<file path="src/rtl/pc_sequencer.sv">
// rtl/pc_sequencer.sv - program-counter sequencer driving the combinational jump table
// Start/Done handshake, conditional branches, halt, and fault on the table's error address.
module pc_sequencer #(
   parameter int PC_W     = 6,
   parameter int PTR_W    = 3,
   parameter int ERR_ADDR = 63,
   parameter int CNT_W    = 16
) (
   input  logic             Clk,
   input  logic             Reset,
   input  logic             Start,
   input  logic             Stall,
   input  logic             BranchEn,
   input  logic             CondTrue,
   input  logic [PTR_W-1:0] BranchPtr,
   input  logic             HaltInstr,
   input  logic [PC_W-1:0]  Jump,
   output logic [PTR_W-1:0] Jptr,
   output logic [PC_W-1:0]  PC,
   output logic             Running,
   output logic             Done,
   output logic             Fault,
   output logic [CNT_W-1:0] CycleCount
);

   typedef enum logic [1:0] {S_IDLE, S_RUN, S_DONE, S_FAULT} state_t;

   state_t           r_state;
   logic [PC_W-1:0]  r_pc;
   logic [CNT_W-1:0] r_cnt;
   logic             r_running;
   logic             r_done;
   logic             r_fault;

   logic [PC_W-1:0]  w_err;
   logic [PC_W-1:0]  w_pc_inc;
   logic [CNT_W-1:0] w_cnt_next;
   logic             w_taken;

   // No register in the pointer path: the table answers within the same cycle.
   assign Jptr       = BranchEn ? BranchPtr : '0;
   assign w_err      = PC_W'(ERR_ADDR);
   assign w_pc_inc   = r_pc + 1'b1;
   assign w_cnt_next = (&r_cnt) ? r_cnt : r_cnt + 1'b1;
   assign w_taken    = BranchEn & CondTrue;

   always_ff @(posedge Clk) begin
      if (Reset) begin
         r_state   <= S_IDLE;
         r_pc      <= '0;
         r_cnt     <= '0;
         r_running <= 1'b0;
         r_done    <= 1'b0;
         r_fault   <= 1'b0;
      end else begin
         case (r_state)
            S_IDLE, S_DONE: begin
               if (Start) begin
                  r_state   <= S_RUN;
                  r_pc      <= '0;
                  r_cnt     <= '0;
                  r_running <= 1'b1;
                  r_done    <= 1'b0;
               end
            end
            S_RUN: begin
               if (!Stall) begin
                  r_cnt <= w_cnt_next;
                  if (HaltInstr) begin
                     r_state   <= S_DONE;
                     r_running <= 1'b0;
                     r_done    <= 1'b1;
                  end else if (w_taken && (Jump == w_err)) begin
                     r_state   <= S_FAULT;
                     r_running <= 1'b0;
                     r_fault   <= 1'b1;
                  end else if (w_taken) begin
                     r_pc <= Jump;
                  end else if (w_pc_inc == w_err) begin
                     // Running off the end would fetch the error address; stop at the last slot.
                     r_state   <= S_FAULT;
                     r_running <= 1'b0;
                     r_fault   <= 1'b1;
                  end else begin
                     r_pc <= w_pc_inc;
                  end
               end
            end
            S_FAULT: begin
               r_state <= S_FAULT;
            end
            default: begin
               r_state <= S_IDLE;
            end
         endcase
      end
   end

   assign PC         = r_pc;
   assign Running    = r_running;
   assign Done       = r_done;
   assign Fault      = r_fault;
   assign CycleCount = r_cnt;

endmodule

</file>
<file path="config.mk">
export PLATFORM = sky130hd
export DESIGN_NAME = pc_sequencer
export DESIGN_NICKNAME = d
export VERILOG_FILES = /design/src/rtl/pc_sequencer.sv
export SDC_FILE = /design/constraint.sdc
export NUM_CORES = 1
export LEC_CHECK = 0
export CORE_UTILIZATION = 46
export CTS_CLUSTER_SIZE = 14
export DETAILED_ROUTE_END_ITERATION = 10
export PLACE_DENSITY = 0.78
export SYNTH_ARGS = -nofsm -noshare
export SYNTH_HDL_FRONTEND = slang
export SYNTH_SLANG_ARGS = --single-unit
export TNS_END_PERCENT = 1
</file>
<file path="constraint.sdc">
create_clock -name Clk -period 2 [get_ports Clk]
set_input_delay 0.4 -clock Clk [delete_from_list [all_inputs] [get_ports Clk]]
set_output_delay 0.4 -clock Clk [all_outputs]
set_load 0.005 [all_outputs]
</file>
==> impl_metrics.csv <==
group,metric,value,unit
yosys,synthCells,176,
run_status,status,"complete, no violations",
setup_path,worstPathRequired,2.24,ns
final_layout,ff_latch_area,540.5,um^2
global_routing,grt_pass1_vias,1352,
yosys,synth_area_per_cell,8.318,um^2
drt,num_vias,1516,
power_and_ir_drop,ir_worst_vdd,0.3148,mV
floorplanning,die-area,0.003412,mm^2
power_and_ir_drop,powerDensity,450.1,mW/mm^2
global_routing,grt_max_degree,15,
sta,tightest_slew,0.5716,ns
min_path,hp-class,"flip-flop to flip-flop",
setup_path,r2r_slack,0.08,ns
power_and_ir_drop,pwr-share-comb,0.160,
power_and_ir_drop,p_int,0.7104,mW
sta,max-slew-margin-rel,0.6160,
drt,ant_nets,0,
min_path,holdPathEnd,"Done",
clock_network,ctsResizeCount,0,
drt,drtIter0Drc,59,
final_layout,fin_cells,282,
clock_network,cts_tree,"yes",
global_routing,use_met1,0.2812,
yosys,synth_cell_type_count,41,
yosys,netlist_area,0.001464,mm^2
yosys,synth_edf_count,0,
clock_network,clk_pin_slew,0.14,ns
global_routing,antenna_found_initial,0,
drt,via_per_inst,5.376,
min_path,holdPathStages,2,
floorplanning,row_count,20,
yosys,ys_seq_elements,27,
global_routing,busiest_layer,"met2",
global_routing,grtUsageMet2,0.3908,
yosys,ys_seq_area_frac,0.3692,
setup_path,crit_type,"flip-flop to flip-flop",
clock_network,hold_buffers,0,
yosys,async_flop_share,0,
setup_path,r2r-start,"CycleCount[0]",
setup_path,cp-start-kind,"flip-flop",
setup_path,cp_max_fo,8,
floorplanning,core,0.003028,mm^2
sta,final_hold_viol_count,0,
flow_run,drv_cap,0,
final_layout,area_delta_synth_final,43.76,%
power_and_ir_drop,clkPwrFrac,0.252,
power_and_ir_drop,seqPwrFrac,0.588,
clock_network,clock-sinks,27,
setup_path,endpoint_kind,"flip-flop",
place,port_buffers,43,
final_layout,nets,258,
sta,fin_crit,1.919,ns
floorplanning,die_h,58.41,um
drt,first_pass_iters,4,
sta,finClkSkew,0.009408,ns
place,hpwl,2.884,mm
yosys,syn-num-nets,195,
global_routing,met3_usage,0.04615,
clock_network,cts_made_buffers,3,
clock_network,cts_setup_buffers,0,
setup_path,r2r_cells,7,
final_layout,fillCellCount,257,
min_path,hp-start,"Done",
place,dp.cells,278,
power_and_ir_drop,switching_power,0.2369,mW
final_layout,layout_common_cells,"clkdlybuf4s50_1, dfxtp_1, nor2_1",
power_and_ir_drop,switching_share,0.2501,
clock_network,clockRootBuffer,"clkbuf_4",
place,place_congestion,0.8318,
setup_path,r2r-end,"CycleCount[12]",
clock_network,htreeDepth,1,
place,place_area,0.002072,mm^2
sta,rsz0062_at_grt,"false",
global_routing,grt_pass1_wl,6.003,mm
sta,maxSlewViolCount,0,
final_layout,final_layout_size_suffix_gt1_frac,0.1092,
global_routing,grt_use_total,0.2288,
final_layout,multi_input_area,895.9,um^2
floorplanning,die_w,58.41,um
floorplanning,io_pins,44,
sta,fmax,0.5211,GHz
sta,final-setup-viol-count,0,
final_layout,diodes,0,
floorplanning,start_util,0.4835,
final_layout,mostFrequentLayoutCell,"clkdlybuf4s50_1",
drt,detail_route.wirelength,3.799,mm
setup_path,crit_arrival,2.15,ns
sta,fin_crit_sh,0.9595,
yosys,synthFlopType,"dfxtp_1",
global_routing,overflow,0,
clock_network,clk_latency,0.33,ns
clock_network,cts_buffer_depth,2,
drt,drc_errors,0,
yosys,yosysWarnings,0,
final_layout,fin_area,0.002105,mm^2
drt,wire_per_inst,13.47,um
power_and_ir_drop,p_leak,0.7497,nW
[logic make-up after synthesis]
group / synth area share
xor+xnor: 0.08376
mux: 0.03419
compound gates: 0.1889
flops: 0.3692
fa+ha+maj: 0.02564
simple gates: 0.2769
buf+inv: 0.02137
[worst max-delay path, stage by stage, from the launching register on]
cell,delay (ns)
dfxtp_1,0.44
ha_1,0.24
nand3_1,0.12
nor3b_1,0.37
buf_4,0.24
nand3b_1,0.18
xor2_1,0.18
nor2_1,0.06
[cell type report]
| type | count | share of cell area |
|---|---|---|
| Sequential cell | 27 | 0.2568 |
| Timing Repair Buffer | 61 | 0.2699 |
| Clock buffer | 4 | 0.01249 |
| Multi-Input combinational cell | 141 | 0.4257 |
| Inverter | 5 | 0.008918 |
| Tap cell | 44 | 0.02616 |
[power groups by stage]
stage	Sequential (mW)	Combinational [mW]	Clock, mW
global placement	0.568	0.146	0
detailed placement	0.569	0.149	0
finish	0.557	0.152	0.239
CTS	0.557	0.150	0.245
global route	0.558	0.163	0.264
floorplan	0.567	0.0599	0
[worst max path at each step]
stage	startpoint	to	slack (ns)	depth (start not counted)
CTS	BranchEn	Jptr[2]	0.004	3
floorplan	Stall	CycleCount[10]	0.21	5
finish	CycleCount[0]	CycleCount[12]	0.08	7
global placement	Stall	CycleCount[10]	-0.23	6
global route	CycleCount[0]	CycleCount[12]	0.003	7
detailed placement	Stall	CycleCount[10]	-0.27	6
[synth_stat cells, drive strengths merged (4+ instances only)]
cell type	instances	share of area
inv	5	0.013
nand2	19	0.049
nand3	14	0.051
xnor2	9	0.054
xor2	5	0.030
a211oi	5	0.026
a211o	5	0.030
mux2i	5	0.034
a21oi	12	0.041
nor2	24	0.062
dfxtp	27	0.37
nor3	4	0.014
[state kept, by name (all words and copies together), names as in the netlist]
name        count
CycleCount     16
Done            1
Fault           1
PC              6
Running         1
r_state         2
[layer usage]
| metal | wire, um | vias up |
|---|---|---|
| met4 | 62 | 0 |
| met2 | 1768 | 47 |
| met1 | 1736 | 702 |
| met5 | 0 | - |
| li1 | - | 758 |
| met3 | 232 | 9 |
[per-stage QoR]
step | TNS [ns] | worst slack, ns | total power [mW] | hold WS (ns) | util
6_report | 0 | 0.08091 | 0.9473 | 0.4903 | 0.6950
5_1_grt | 0 | 0.002897 | 0.9855 | 0.5188 | 0.6950
3_3_place_gp | -1.735 | -0.2342 | 0.7142 | 0.4562 | 0.6843
2_1_floorplan | 0 | 0.2091 | 0.6273 | 0.4604 | -
3_5_place_dp | -2.104 | -0.2705 | 0.7179 | 0.4608 | 0.6843
4_1_cts | 0 | 0.004405 | 0.9521 | 0.4961 | 0.6930
(Power assumes the default switching activity.)
